--- config.mk ---
export PLATFORM = sky130hd
export DESIGN_NAME = pc_unit_flat
export DESIGN_NICKNAME = d
export VERILOG_FILES = /design/src/rtl/pc_if.sv /design/src/rtl/pc_unit.sv /design/src/flat_wrapper.sv
export SDC_FILE = /design/constraint.sdc
export NUM_CORES = 1
export LEC_CHECK = 0
export CAP_MARGIN = 20
export CELL_PAD_IN_SITES_DETAIL_PLACEMENT = 1
export CELL_PAD_IN_SITES_GLOBAL_PLACEMENT = 1
export CORE_MARGIN = 5
export CORE_UTILIZATION = 38
export CTS_CLUSTER_SIZE = 10
export DETAILED_ROUTE_END_ITERATION = 10
export PLACE_DENSITY_LB_ADDON = 0.25
export SYNTH_ARGS = -nofsm -noshare
export SYNTH_HDL_FRONTEND = slang
export SYNTH_SLANG_ARGS = --single-unit
--- constraint.sdc ---
create_clock -name clk -period 4.8 [get_ports clk]
set_clock_uncertainty 0.2 [all_clocks]
set_input_delay 0.72 -clock clk [delete_from_list [all_inputs] [get_ports clk]]
set_output_delay 0.72 -clock clk [all_outputs]
set_load 0.02 [all_outputs]
--- src/rtl/pc_if.sv ---
// pc_if: bundle between the decode/execute redirect logic and the PC unit.
//   master modport : redirect/control source (drives requests, reads fetch PC/RAS)
//   slave modport  : pc_unit (reads requests, drives fetch PC, mepc, pulses, RAS view)
// Signals:
//   stall, branch, jal, jalr, trap, mret, call, ret : control requests
//   branch_address, jal_address, jalr_address       : redirect targets
//   address_out, pc_plus4, mepc_out                 : fetch PC, PC+4, saved trap PC
//   redirect, misaligned                            : one-cycle registered pulses
//   ras_top, ras_valid                              : return-address-stack view
interface pc_if #(
    parameter int unsigned XLEN = 32
);
    logic            stall;
    logic            branch;
    logic [XLEN-1:0] branch_address;
    logic            jal;
    logic [XLEN-1:0] jal_address;
    logic            jalr;
    logic [XLEN-1:0] jalr_address;
    logic            trap;
    logic            mret;
    logic            call;
    logic            ret;
    logic [XLEN-1:0] address_out;
    logic [XLEN-1:0] pc_plus4;
    logic [XLEN-1:0] mepc_out;
    logic            redirect;
    logic            misaligned;
    logic [XLEN-1:0] ras_top;
    logic            ras_valid;

    modport master (
        output stall, branch, branch_address, jal, jal_address,
               jalr, jalr_address, trap, mret, call, ret,
        input  address_out, pc_plus4, mepc_out, redirect, misaligned,
               ras_top, ras_valid
    );

    modport slave (
        input  stall, branch, branch_address, jal, jal_address,
               jalr, jalr_address, trap, mret, call, ret,
        output address_out, pc_plus4, mepc_out, redirect, misaligned,
               ras_top, ras_valid
    );
endinterface

--- src/rtl/pc_unit.sv ---
// pc_unit: RV32I fetch program counter with next-PC selection
// (trap > mret > stall > branch > jal > jalr > sequential), target alignment
// checking, internal mepc for trap entry/return, and a circular return-address
// stack used only for fetch-side return prediction.
// Ports:
//   clk  : clock, all state updates on rising edge
//   rst  : synchronous active-high reset
//   bus  : pc_if slave modport (requests in; PC, mepc, pulses, RAS view out)
module pc_unit #(
    parameter int unsigned      XLEN         = 32,
    parameter logic [XLEN-1:0]  RESET_VECTOR = 32'h0000_0000,
    parameter logic [XLEN-1:0]  TRAP_VECTOR  = 32'h0000_0100,
    parameter int unsigned      RAS_DEPTH    = 4
) (
    input  logic clk,
    input  logic rst,
    pc_if.slave  bus
);
    localparam int unsigned PW = $clog2(RAS_DEPTH);
    localparam int unsigned CW = PW + 1;

    typedef enum logic [2:0] {
        SRC_SEQ,
        SRC_TARGET,
        SRC_MISALIGN,
        SRC_TRAP,
        SRC_MRET,
        SRC_HOLD
    } src_e;

    logic [XLEN-1:0] pc_q;
    logic [XLEN-1:0] mepc_q;
    logic            redirect_q;
    logic            misaligned_q;
    logic [XLEN-1:0] pc4;
    logic [XLEN-1:0] target;
    logic            redir_req;
    src_e            src;
    logic            ras_en;

    logic [XLEN-1:0] ras_mem [RAS_DEPTH];
    logic [PW-1:0]   ras_ptr;   // next free slot; top entry sits just below
    logic [CW-1:0]   ras_cnt;
    logic [PW-1:0]   top_idx;

    assign pc4     = pc_q + XLEN'(4);
    assign top_idx = ras_ptr - PW'(1);

    always_comb begin
        target    = '0;
        redir_req = bus.branch | bus.jal | bus.jalr;
        if (bus.branch)
            target = bus.branch_address;
        else if (bus.jal)
            target = bus.jal_address;
        else
            target = {bus.jalr_address[XLEN-1:1], 1'b0};

        src = SRC_SEQ;
        if (bus.trap)
            src = SRC_TRAP;
        else if (bus.mret)
            src = SRC_MRET;
        else if (bus.stall)
            src = SRC_HOLD;
        else if (redir_req && (target[1:0] != 2'b00))
            src = SRC_MISALIGN;
        else if (redir_req)
            src = SRC_TARGET;

        // RAS moves only on plain sequential or aligned-redirect edges
        ras_en = (src == SRC_SEQ) || (src == SRC_TARGET);
    end

    always_ff @(posedge clk) begin
        if (rst) begin
            pc_q         <= RESET_VECTOR;
            mepc_q       <= '0;
            redirect_q   <= 1'b0;
            misaligned_q <= 1'b0;
        end else begin
            redirect_q   <= 1'b0;
            misaligned_q <= 1'b0;
            unique case (src)
                SRC_TRAP: begin
                    mepc_q     <= pc_q;
                    pc_q       <= TRAP_VECTOR;
                    redirect_q <= 1'b1;
                end
                SRC_MISALIGN: begin
                    mepc_q       <= pc_q;
                    pc_q         <= TRAP_VECTOR;
                    redirect_q   <= 1'b1;
                    misaligned_q <= 1'b1;
                end
                SRC_MRET: begin
                    pc_q       <= mepc_q;
                    redirect_q <= 1'b1;
                end
                SRC_TARGET: begin
                    pc_q       <= target;
                    redirect_q <= 1'b1;
                end
                SRC_HOLD: ;
                default: pc_q <= pc4;
            endcase
        end
    end

    always_ff @(posedge clk) begin
        if (rst) begin
            ras_ptr <= '0;
            ras_cnt <= '0;
            ras_mem <= '{default: '0};
        end else if (ras_en) begin
            if (bus.call && bus.ret && (ras_cnt != '0)) begin
                // call+ret on a non-empty stack swaps the top in place
                ras_mem[top_idx] <= pc4;
            end else if (bus.call) begin
                // circular push: when full the oldest slot is overwritten
                ras_mem[ras_ptr] <= pc4;
                ras_ptr          <= ras_ptr + PW'(1);
                if (ras_cnt != CW'(RAS_DEPTH))
                    ras_cnt <= ras_cnt + CW'(1);
            end else if (bus.ret && (ras_cnt != '0)) begin
                ras_ptr <= ras_ptr - PW'(1);
                ras_cnt <= ras_cnt - CW'(1);
            end
        end
    end

    assign bus.address_out = pc_q;
    assign bus.pc_plus4    = pc4;
    assign bus.mepc_out    = mepc_q;
    assign bus.redirect    = redirect_q;
    assign bus.misaligned  = misaligned_q;
    assign bus.ras_valid   = (ras_cnt != '0);
    assign bus.ras_top     = (ras_cnt != '0) ? ras_mem[top_idx] : '0;
endmodule

--- src/flat_wrapper.sv ---
// flat-port wrapper written by rule: the top's interface ports become plain ports
module pc_unit_flat 
#(
    parameter int unsigned      XLEN         = 32,
    parameter logic [XLEN-1:0]  RESET_VECTOR = 32'h0000_0000,
    parameter logic [XLEN-1:0]  TRAP_VECTOR  = 32'h0000_0100,
    parameter int unsigned      RAS_DEPTH    = 4
)
  (clk, rst, bus_stall, bus_branch, bus_branch_address, bus_jal, bus_jal_address, bus_jalr, bus_jalr_address, bus_trap, bus_mret, bus_call, bus_ret, bus_address_out, bus_pc_plus4, bus_mepc_out, bus_redirect, bus_misaligned, bus_ras_top, bus_ras_valid);
  pc_if #(.XLEN(XLEN)) bus_i ();
  input  logic clk;
  input  logic rst;
  input wire logic [$bits(bus_i.stall)-1:0] bus_stall;
  input wire logic [$bits(bus_i.branch)-1:0] bus_branch;
  input wire logic [$bits(bus_i.branch_address)-1:0] bus_branch_address;
  input wire logic [$bits(bus_i.jal)-1:0] bus_jal;
  input wire logic [$bits(bus_i.jal_address)-1:0] bus_jal_address;
  input wire logic [$bits(bus_i.jalr)-1:0] bus_jalr;
  input wire logic [$bits(bus_i.jalr_address)-1:0] bus_jalr_address;
  input wire logic [$bits(bus_i.trap)-1:0] bus_trap;
  input wire logic [$bits(bus_i.mret)-1:0] bus_mret;
  input wire logic [$bits(bus_i.call)-1:0] bus_call;
  input wire logic [$bits(bus_i.ret)-1:0] bus_ret;
  output wire logic [$bits(bus_i.address_out)-1:0] bus_address_out;
  output wire logic [$bits(bus_i.pc_plus4)-1:0] bus_pc_plus4;
  output wire logic [$bits(bus_i.mepc_out)-1:0] bus_mepc_out;
  output wire logic [$bits(bus_i.redirect)-1:0] bus_redirect;
  output wire logic [$bits(bus_i.misaligned)-1:0] bus_misaligned;
  output wire logic [$bits(bus_i.ras_top)-1:0] bus_ras_top;
  output wire logic [$bits(bus_i.ras_valid)-1:0] bus_ras_valid;
  assign bus_i.stall = bus_stall;
  assign bus_i.branch = bus_branch;
  assign bus_i.branch_address = bus_branch_address;
  assign bus_i.jal = bus_jal;
  assign bus_i.jal_address = bus_jal_address;
  assign bus_i.jalr = bus_jalr;
  assign bus_i.jalr_address = bus_jalr_address;
  assign bus_i.trap = bus_trap;
  assign bus_i.mret = bus_mret;
  assign bus_i.call = bus_call;
  assign bus_i.ret = bus_ret;
  assign bus_address_out = bus_i.address_out;
  assign bus_pc_plus4 = bus_i.pc_plus4;
  assign bus_mepc_out = bus_i.mepc_out;
  assign bus_redirect = bus_i.redirect;
  assign bus_misaligned = bus_i.misaligned;
  assign bus_ras_top = bus_i.ras_top;
  assign bus_ras_valid = bus_i.ras_valid;
  pc_unit #(.XLEN(XLEN), .RESET_VECTOR(RESET_VECTOR), .TRAP_VECTOR(TRAP_VECTOR), .RAS_DEPTH(RAS_DEPTH)) u_core (.clk(clk), .rst(rst), .bus(bus_i));
endmodule
==> impl_metrics.toml <==
[floorplan]
fp.dieH_um = 175.4
fp.dieW_um = 175.4
die-area_um2 = 30760
ioPinCount = 237
core_um2 = 26950
std_cell_rows = 60
start_util = 0.3857

[clock_tree]
post_cts_buffers = 0
clock_path_buffers = 2
htreeDepth = 4
cts_sinks = 199
tritoncts = "yes"
path_clk_slew_ps = 80
root_buffer = "clkbuf_16"
cts_buffers = 17
postCtsResizedCells = 0
hold_buffers = 0
clock_latency_ps = 440

[sta]
timing.final.crit_share = 0.9144
fmax_ghz = 0.2278
worst_pin_slew_ps = 1083
hold_violations = 0
finalSetupTns_ps = 0
post-route-min-period_ps = 4389
holdWs_ps = 274.2
rsz0062_at_grt = "no"
slew_headroom = 0.2779
setup_violations = 0
finalMaxSlewViolations = 0
setup_ws_ps = 411.1

[worst_hold_path]
hold_path.class = "reg2reg"

[layout]
fillCellCount = 3086
final_util = 0.4962
multiInputGateArea_um2 = 5654
nets = 1445
n_antenna_cell = 0
final_area_um2 = 13370
final_layout_size_suffix_gt1_frac = 0.1048
syn_to_final_growth_pct = 28.66
seq_area_um2 = 3984

[drt]
antenna_left = 0
drc = 0
vias = 9319
wl_per_cell_um = 20.21
routed_wl_mm = 34.09
drt_iter0_drc = 490
first_pass_iters = 5
vias_per_cell = 5.524

[place]
place_hpwl_mm = 24.74
post-place-ws_ps = 868.0
place.gp.congestion = 0.8212
numPortBuffers = 235
placed_area_um2 = 12780

[grt]
track_usage = 0.2167
grt.overflow.total = 0
grt_pass1_vias = 9558
antenna_found_initial = 0
grt_max_degree = 97
grt_pass1_wl_mm = 53.91

[synthesis]
synthTopCellsByArea = "dfxtp_1 38%, mux4_2 6.9%, mux2i_1 6.5%, a211oi_1 6.4%, nor2_1 5.7%"
yosysTopAreaCell = "dfxtp_1"
netlist_area_um2 = 10390
synthFlopType = "dfxtp_1"
synth_enable_flop_cells = 0
yosys_warnings = 0
synth.distinct_cells = 71
yosys_register_bits = 199
yosysTopAreaCellShare = 0.3832
synth_nets = 1269
syn_inst = 1157
ys_seq_area_frac = 0.3832
avgSynthCellArea_um2 = 8.984
synthArstFlopShare = 0

[setup_path]
crit_required_ps = 3880
path_max_fanout = 8
crit_path_start_kind = "register"
critPathCaptureType = "primary output"
worstSetupPathType = "reg2out"
crit_arrival_ps = 3470

[power]
p_per_area_nw_per_um2 = 265.3
peakVddDrop_uv = 243.7
p_leak_nw = 4.520

[run]
maxCapViolCount = 0

[status]
outcome = "complete, no violations"
[through the flow]
stage	std cells	power, mW
floorplan	1157	1.927
global placement	1655	2.119
detailed placement	1655	2.125
CTS	1687	3.580
global route	1687	3.682
finish	1687	3.548
[sequential cells by signal (all words and copies together) (netlist names)]
name / flops
u_core.bus.misaligned: 1
u_core.ras_mem: 128
u_core.bus.address_out: 32
u_core.bus.mepc_out: 32
u_core.ras_ptr: 2
u_core.ras_cnt: 3
u_core.bus.redirect: 1
[area by class of cell]
| class | instances | share of cell area |
|---|---|---|
| repair buffers | 264 | 0.1924 |
| well taps | 341 | 0.03190 |
| multi-input cells | 813 | 0.4228 |
| clock inverters | 14 | 0.01226 |
| clock buffers | 18 | 0.03209 |
| inverters | 38 | 0.01067 |
| flip-flops and latches | 199 | 0.2979 |
[synth_stat cells, types with 7 or more instances]
library cell	n
a211oi_1	88
a211oi_2	13
a21oi_1	65
a221oi_1	12
a22oi_1	7
and3_1	7
buf_2	27
buf_6	10
clkbuf_1	49
dfxtp_1	199
inv_1	37
mux2_2	7
mux2i_1	67
mux4_2	32
nand2_1	118
nand3_1	13
nor2_1	157
nor2b_1	36
nor3_1	14
nor3_2	7
nor4_1	9
o21ai_0	46
or3_1	8
xnor2_1	15
xor2_1	13
[worst max-delay path, cell delays in order (launching register included)]
cell             delay, ps
dfxtp_1                530
ha_1                   330
nand3_1                250
or3_1                  600
nor3_4                 270
xnor2_1                370
inv_1                  100
clkdlybuf4s50_1        570
[metal layers]
metal  share of wire  global-route usage  vias to the layer above
met5               0                   0                        -
met4           0.013             0.04845                        0
met3           0.066             0.05424                       26
met2            0.48              0.3633                      255
met1            0.44              0.2836                     4569
li1                -                   -                     4469
[final timing paths]
path | slack (ps) | from | to | depth (start not counted)
worst max-delay path | 410 | u_core.bus.address_out[2] | bus_pc_plus4[30] | 7
worst min register to register | 270 | u_core.bus.mepc_out[21] | u_core.bus.mepc_out[21] | 2
worst max register to register | 1910 | u_core.bus.address_out[8] | u_core.ras_mem[63] | 5
worst min-delay path | 270 | u_core.bus.mepc_out[21] | u_core.bus.mepc_out[21] | 2
[where the power goes]
| part | switching, mW | internal (mW) |
|---|---|---|
| clock | 0.680 | 0.784 |
| combinational | 0.217 | 0.177 |
| sequential | 0.0235 | 1.67 |
[placed cells by master (no fill, tap or decap), drive strengths merged, types with 3 or more instances in the layout]
master,netlist,routed
o21ai,46,46
o311ai,3,3
and3,7,7
nor4,9,9
mux4,32,32
dfxtp,199,199
a21oi,65,65
ha,5,5
mux2i,67,67
or3,8,8
xnor2,15,15
nor2,159,159
a211oi,101,101
or2,3,3
xor2,13,13
a222oi,6,6
nand2,118,118
a22oi,7,7
mux2,7,7
nand4,7,7
buf,51,32
nand3b,3,3
clkdlybuf4s50,0,232
a221oi,12,12
nand3,13,13
nor3,24,24
nor3b,3,3
nor2b,36,36
a221o,3,3
a32o,3,3
inv,37,43
and4,6,6
clkinv,1,5
clkbuf,55,18
a311oi,3,3
[cells by family (layout without fill, tap and decap cells)]
logic type / after synthesis / after routing / synth area share
AOI/OAI and AO/OA: 271 / 271 / 0.1828
and+or+nand+nor: 402 / 402 / 0.1833
buffers and inverters: 145 / 334 / 0.07764
muxes: 106 / 106 / 0.1414
adders and majority gates: 6 / 6 / 0.007944
DFF: 199 / 199 / 0.3832
xor gates and xnor gates: 28 / 28 / 0.02359
(Power assumes the default switching activity.)
